--- config.mk ---
export PLATFORM = sky130hd
export DESIGN_NAME = seg_scan_decoder
export DESIGN_NICKNAME = d
export VERILOG_FILES = /design/src/rtl/seg_scan_decoder.sv
export SDC_FILE = /design/constraint.sdc
export NUM_CORES = 1
export LEC_CHECK = 0
export BUFFER_PORTS_ARGS = -buffer_cell sky130_fd_sc_hd__buf_2
export CORE_AREA = 2 2 77 79
export DETAILED_ROUTE_END_ITERATION = 7
export DIE_AREA = 0 0 79 81
export GPL_ROUTABILITY_DRIVEN = 0
export HOLD_SLACK_MARGIN = 0.1
export PLACE_DENSITY = 0.79
export SYNTH_ARGS = -nofsm -noshare
export SYNTH_HDL_FRONTEND = slang
export SYNTH_SLANG_ARGS = --single-unit
--- constraint.sdc ---
create_clock -name clk -period 2.7 [get_ports clk]
set_input_delay 0.54 -clock clk [delete_from_list [all_inputs] [get_ports clk]]
set_output_delay 0.54 -clock clk [all_outputs]
set_load 0.05 [all_outputs]
--- src/rtl/seg_scan_decoder.sv ---
// Recovers the hex digit shown on each position of a multiplexed active-low 7-segment bus.
// Build option: define SEG_SCAN_BLANK_DETECT_EN to accept the all-off pattern as a legal blank.
module seg_scan_decoder #(
   parameter int NUM_DIGITS    = 4,
   parameter int STABLE_CYCLES = 4,
   parameter int ERR_CNT_W     = 8
) (
   input  logic                    clk,
   input  logic                    rst_n,
   input  logic [6:0]              seg_in,
   input  logic [NUM_DIGITS-1:0]   an_in,
   output logic [4*NUM_DIGITS-1:0] digits_out,
   output logic [NUM_DIGITS-1:0]   digit_valid,
   output logic                    update_pulse,
   output logic                    frame_pulse,
   output logic                    err_pulse,
   output logic [ERR_CNT_W-1:0]    err_count
);

   localparam int SW    = 7 + NUM_DIGITS;
   localparam int CNT_W = $clog2(STABLE_CYCLES + 1);
   localparam logic [CNT_W-1:0] CNT_MAX = CNT_W'(STABLE_CYCLES - 1);
   localparam logic [CNT_W-1:0] CNT_PRE = CNT_W'(STABLE_CYCLES - 2);

   logic [SW-1:0]           sync1, sync2, prev;
   logic [CNT_W-1:0]        stable_cnt;
   logic                    accepted;
   logic [NUM_DIGITS-1:0]   frame_mask;

   logic                    same, accept, onehot, dec_hit, mark;
   logic [3:0]              dec_val;
   logic [6:0]              seg;
   logic [NUM_DIGITS-1:0]   an_sel;
   logic [4*NUM_DIGITS-1:0] digits_n;
   logic [NUM_DIGITS-1:0]   valid_n, mask_n;
   logic                    upd_n, frm_n, err_n;
   logic [ERR_CNT_W-1:0]    cnt_n;

   function automatic logic [4:0] decode(input logic [6:0] s);
      case (s)
         7'h40: decode = {1'b1, 4'h0};
         7'h79: decode = {1'b1, 4'h1};
         7'h24: decode = {1'b1, 4'h2};
         7'h30: decode = {1'b1, 4'h3};
         7'h19: decode = {1'b1, 4'h4};
         7'h12: decode = {1'b1, 4'h5};
         7'h02: decode = {1'b1, 4'h6};
         7'h78: decode = {1'b1, 4'h7};
         7'h00: decode = {1'b1, 4'h8};
         7'h10: decode = {1'b1, 4'h9};
         7'h08: decode = {1'b1, 4'hA};
         7'h03: decode = {1'b1, 4'hB};
         7'h46: decode = {1'b1, 4'hC};
         7'h21: decode = {1'b1, 4'hD};
         7'h06: decode = {1'b1, 4'hE};
         7'h0E: decode = {1'b1, 4'hF};
         default: decode = 5'b0_0000;
      endcase
   endfunction

   assign seg     = sync2[6:0];
   assign an_sel  = ~sync2[SW-1:7];
   assign onehot  = (an_sel != '0) && ((an_sel & (an_sel - NUM_DIGITS'(1))) == '0);
   assign {dec_hit, dec_val} = decode(seg);
   assign same    = (sync2 == prev);
   // Accept on the same edge the counter reaches its terminal value, so the
   // output register lands STABLE_CYCLES+2 edges after the pins settle.
   assign accept  = same && (stable_cnt >= CNT_PRE) && !accepted;

   always_ff @(posedge clk or negedge rst_n) begin
      if (!rst_n) begin
         sync1      <= '1;
         sync2      <= '1;
         prev       <= '1;
         stable_cnt <= '0;
         accepted   <= 1'b0;
      end else begin
         sync1 <= {an_in, seg_in};
         sync2 <= sync1;
         prev  <= sync2;
         if (!same) begin
            stable_cnt <= '0;
            accepted   <= 1'b0;
         end else begin
            if (stable_cnt != CNT_MAX) stable_cnt <= stable_cnt + CNT_W'(1);
            if (accept) accepted <= 1'b1;
         end
      end
   end

   always_comb begin
      digits_n = digits_out;
      valid_n  = digit_valid;
      mask_n   = frame_mask;
      cnt_n    = err_count;
      upd_n    = 1'b0;
      frm_n    = 1'b0;
      err_n    = 1'b0;
      mark     = 1'b0;
      if (accept && onehot) begin
         if (dec_hit) begin
            for (int unsigned i = 0; i < NUM_DIGITS; i++)
               if (an_sel[i]) digits_n[4*i +: 4] = dec_val;
            valid_n = digit_valid | an_sel;
            upd_n   = 1'b1;
            mark    = 1'b1;
         end
`ifdef SEG_SCAN_BLANK_DETECT_EN
         else if (seg == 7'h7F) begin
            valid_n = digit_valid & ~an_sel;
            upd_n   = 1'b1;
            mark    = 1'b1;
         end
`endif
         else begin
            err_n = 1'b1;
            if (err_count != '1) cnt_n = err_count + ERR_CNT_W'(1);
         end
         if (mark) begin
            mask_n = frame_mask | an_sel;
            if (mask_n == '1) begin
               frm_n  = 1'b1;
               mask_n = '0;
            end
         end
      end
   end

   always_ff @(posedge clk or negedge rst_n) begin
      if (!rst_n) begin
         digits_out   <= '0;
         digit_valid  <= '0;
         frame_mask   <= '0;
         err_count    <= '0;
         update_pulse <= 1'b0;
         frame_pulse  <= 1'b0;
         err_pulse    <= 1'b0;
      end else begin
         digits_out   <= digits_n;
         digit_valid  <= valid_n;
         frame_mask   <= mask_n;
         err_count    <= cnt_n;
         update_pulse <= upd_n;
         frame_pulse  <= frm_n;
         err_pulse    <= err_n;
      end
   end

endmodule

==> impl_results.md <==
* Asr flop ratio synth at 1.00
* Pint at 0.00187 W
* Clock buffer depth at 2
* Die Y at between 80 and 90 µm
* Combinational Power Share at 0.037
* Clock share of power at 0.465
* Setup TNS at 0 ns
* Core Rows at 28
* Pins Over Slew Limit at 0
* Mapped Cells at between 200 and 250
* Synth Area per Inst at 13.3 µm²
* Clock sinks at 72
* Number of global-route vias before repair at about 1,800
* Final setup vio count at 0
* Status: finished clean
* First-pass GRT wire length at 8940 µm
* Post-CTS Resized at 0
* Crit Path Class: reg -> reg
* Most instantiated cells after synthesis: dfrtp_1 (39), dfstp_2 (33), mux2_1 (16), xor2_1 (15), nor2_1 (12)
* Vias at between 1,500 and 2,000
* Fin crit period at 2.57 ns
* Hold Path Class: in -> async
* H-Tree Level Count at 3
* Total track usage at 0.186
* Root Buffer: clkbuf_8
* Detailed-route vias per instance at about 5.3
* Max FO, Critical Path at 9
* Pwr/cell area at between 600 and 700 mW/mm²
* Antenna cells at 0
* # DRC at 0
* Routed Antenna Nets at 0
* Final period util at 0.954
* Most numerous cell in the Yosys netlist: dfrtp_1
* Max VDD drop at 0.405 mV
* Unrepaired setup endpoints after global routing: no
* Worst path cell trace: xor2_1, nand3_1, a311o_1, or2_0, buf_4, nor3_4, buf_4, mux2_1
* Fill cells at between 400 and 500
* Postcts setup bufs at 0
* Worst setup SP type: register
* Worst skew pair latency at roughly 0.34 ns
* Area grow syn2layout at 19.2%
* Reg2Reg Depth at 8
* Syn Nets at 245
* Post-Place Cell Area at 0.00335 mm²
* Sw Share at 0.197
* Routed len/inst at between 10 and 15 µm
* DR iter-0 viols at 86
* Critical Path RT at 2.92 ns
* Final wirelength at about 5400 µm
* Core Region at 0.00568 mm²
* Crit. End Element: register
* Switching Power at around 0.00046 W
* Worst-Margin Slew at roughly 0.55 ns
* CTS tree: yes
* TritonCTS Buffers at 9
* Yosys warnings at 0
* Post-synth top area share at 0.323
* Detail Placement HPWL at 3680 µm
* Final #Nets at 299
* PortBufs at 43
* Full die area at 0.00640 mm²
* Worst path max stage delay at ~0.63 ns
* Share of layout cells above drive strength 1 at 0.401
* GRT overflow at 0
* Worst path most repeated cell: buf_4
* Post-synth EDFFs at 0
* Drt pass-1 iters at 4
* Setup Skew at 0.0130 ns
* CP arrival at 2.79 ns
* Cts hold-fix bufs at 0
* Sequential element share of the synthesized area at 0.609
* I/O Pins at 44
* Mapped cell area at roughly 0.0030 mm²
* Final instance area at 0.00361 mm²
* Static Leak at 1.78 nW
* Sequential share of power at 0.498
* Slew headroom at 0.632
* Fin. Hold Viols at 0
* Slowest cell on crit path: dfstp_2
* Yosys cell types at 51
* Die width at 79 µm
* Clock-pin slew on the worst setup and hold paths at 0.07 ns
* Synth top area cells: dfrtp_1 (32%), dfstp_2 (29%), mux2_1 (6.0%)
* Largest net degree at the start of global routing at 28
* Yosys top cell by area: dfrtp_1
* Peak Freq at 0.388 GHz
* #FFs+latches synth at 72
* Max-cap viol count at 0
* Ys flop type: dfrtp_1
* Antenna violations before repair at 0
* Initial Utilization at 0.533
-- power by group through the flow --
stage	clock (W)	combinational (W)	sequential [W]
after CTS	0.00111	0.0000871	0.00116
after global routing	0.00116	0.0000964	0.00116
final	0.00108	0.0000850	0.00116
after floorplan	0	0.0000573	0.00116
after detailed placement	0	0.0000859	0.00118
after global placement	0	0.0000854	0.00117
-- metrics by stage --
stage	hold WS [ns]	power, W	utilization	cells	setup slack, ns
final	0.162	0.00232	0.635	362	0.125
after global routing	0.189	0.00242	0.635	362	0.0169
after CTS	0.158	0.00235	0.635	362	0.101
after detailed placement	0.347	0.00126	0.590	346	0.128
after global placement	0.346	0.00126	0.590	346	0.171
after floorplan	0.244	0.00122	-	228	0.323
-- registers in the layout, indices dropped and copies added (netlist names) --
name	cells
update_pulse	1
digit_valid	4
sync2	11
sync1	11
frame_pulse	1
frame_mask	4
digits_out	16
stable_cnt	3
accepted	1
err_pulse	1
err_count	8
prev	11
-- final timing paths --
| check | slack [ns] | end | startpoint |
|---|---|---|---|
| hold / removal | 0.16 | digit_valid[1] | rst_n |
| min in group clk | 0.29 | sync1[10] | an_in[3] |
| hold reg to reg | 0.36 | sync2[2] | sync1[2] |
| max in group asynchronous | 1.77 | prev[4] | rst_n |
| setup reg to reg | 0.13 | digits_out[8] | sync2[10] |
| setup / recovery | 0.13 | digits_out[8] | sync2[10] |
-- cell type report --
| cell class | count | area (µm²) | area share |
|---|---|---|---|
| inverter | 6 | 22.5 | 0.00625 |
| multi-input combinational | 141 | 1100 | 0.306 |
| sequential | 72 | 1840 | 0.511 |
| timing repair buffer | 52 | 283 | 0.0784 |
| clock buffer | 10 | 128 | 0.0354 |
| clock inverter | 6 | 133 | 0.0368 |
| tap | 75 | 93.8 | 0.0260 |
-- critical path: cells and delay by family, from the launching register on --
family                 cells  cell delay [ns]
flip-flops                 1             0.63
buffers and inverters      2             0.38
AO/OA/AOI/OAI              1             0.41
multiplexers               1             0.33
AND/OR/NAND/NOR            3             0.53
XOR/XNOR                   1             0.17
-- logic make-up (layout without fill, tap and decap cells) --
logic type / Yosys count / count (layout) / synth area share
buffers and inverters: 15 / 74 / 0.0256
AOI/OAI and AO/OA: 30 / 30 / 0.0699
xor gates and xnor gates: 18 / 18 / 0.0521
adders and majority gates: 4 / 4 / 0.0166
DFF: 72 / 72 / 0.609
and+or+nand+nor: 71 / 71 / 0.160
muxes: 18 / 18 / 0.0666
-- per-layer routing --
layer | routed length, µm | vias to the layer above | track usage
li1 | - | 914 | -
met1 | 2420 | 945 | 0.252
met2 | 2580 | 48 | 0.278
met3 | 332 | 6 | 0.0600
met4 | 58 | 0 | 0.0776
met5 | 0 | - | 0
-- cell usage in the layout (no fill, tap or decap), types with 2 or more instances in the layout --
cell type / count
nand4_1: 2
o21a_1: 5
a21oi_1: 7
nand2b_1: 3
a31oi_1: 3
buf_2: 43
o21ai_0: 4
nor3b_2: 2
nand2_1: 6
clkbuf_8: 9
nor2_1: 12
nand3_1: 8
nand4b_1: 3
nor4_1: 5
dfrtp_1: 39
and3_1: 2
and4b_1: 3
xnor2_1: 3
nor2b_1: 3
xor2_1: 15
nor3_1: 2
nor3_4: 5
dfstp_2: 33
buf_4: 9
or3_1: 2
bufinv_16: 4
mux2_1: 16
ha_1: 4
or2_2: 5
inv_1: 6
Note: power is estimated with default switching activity, not from simulation.
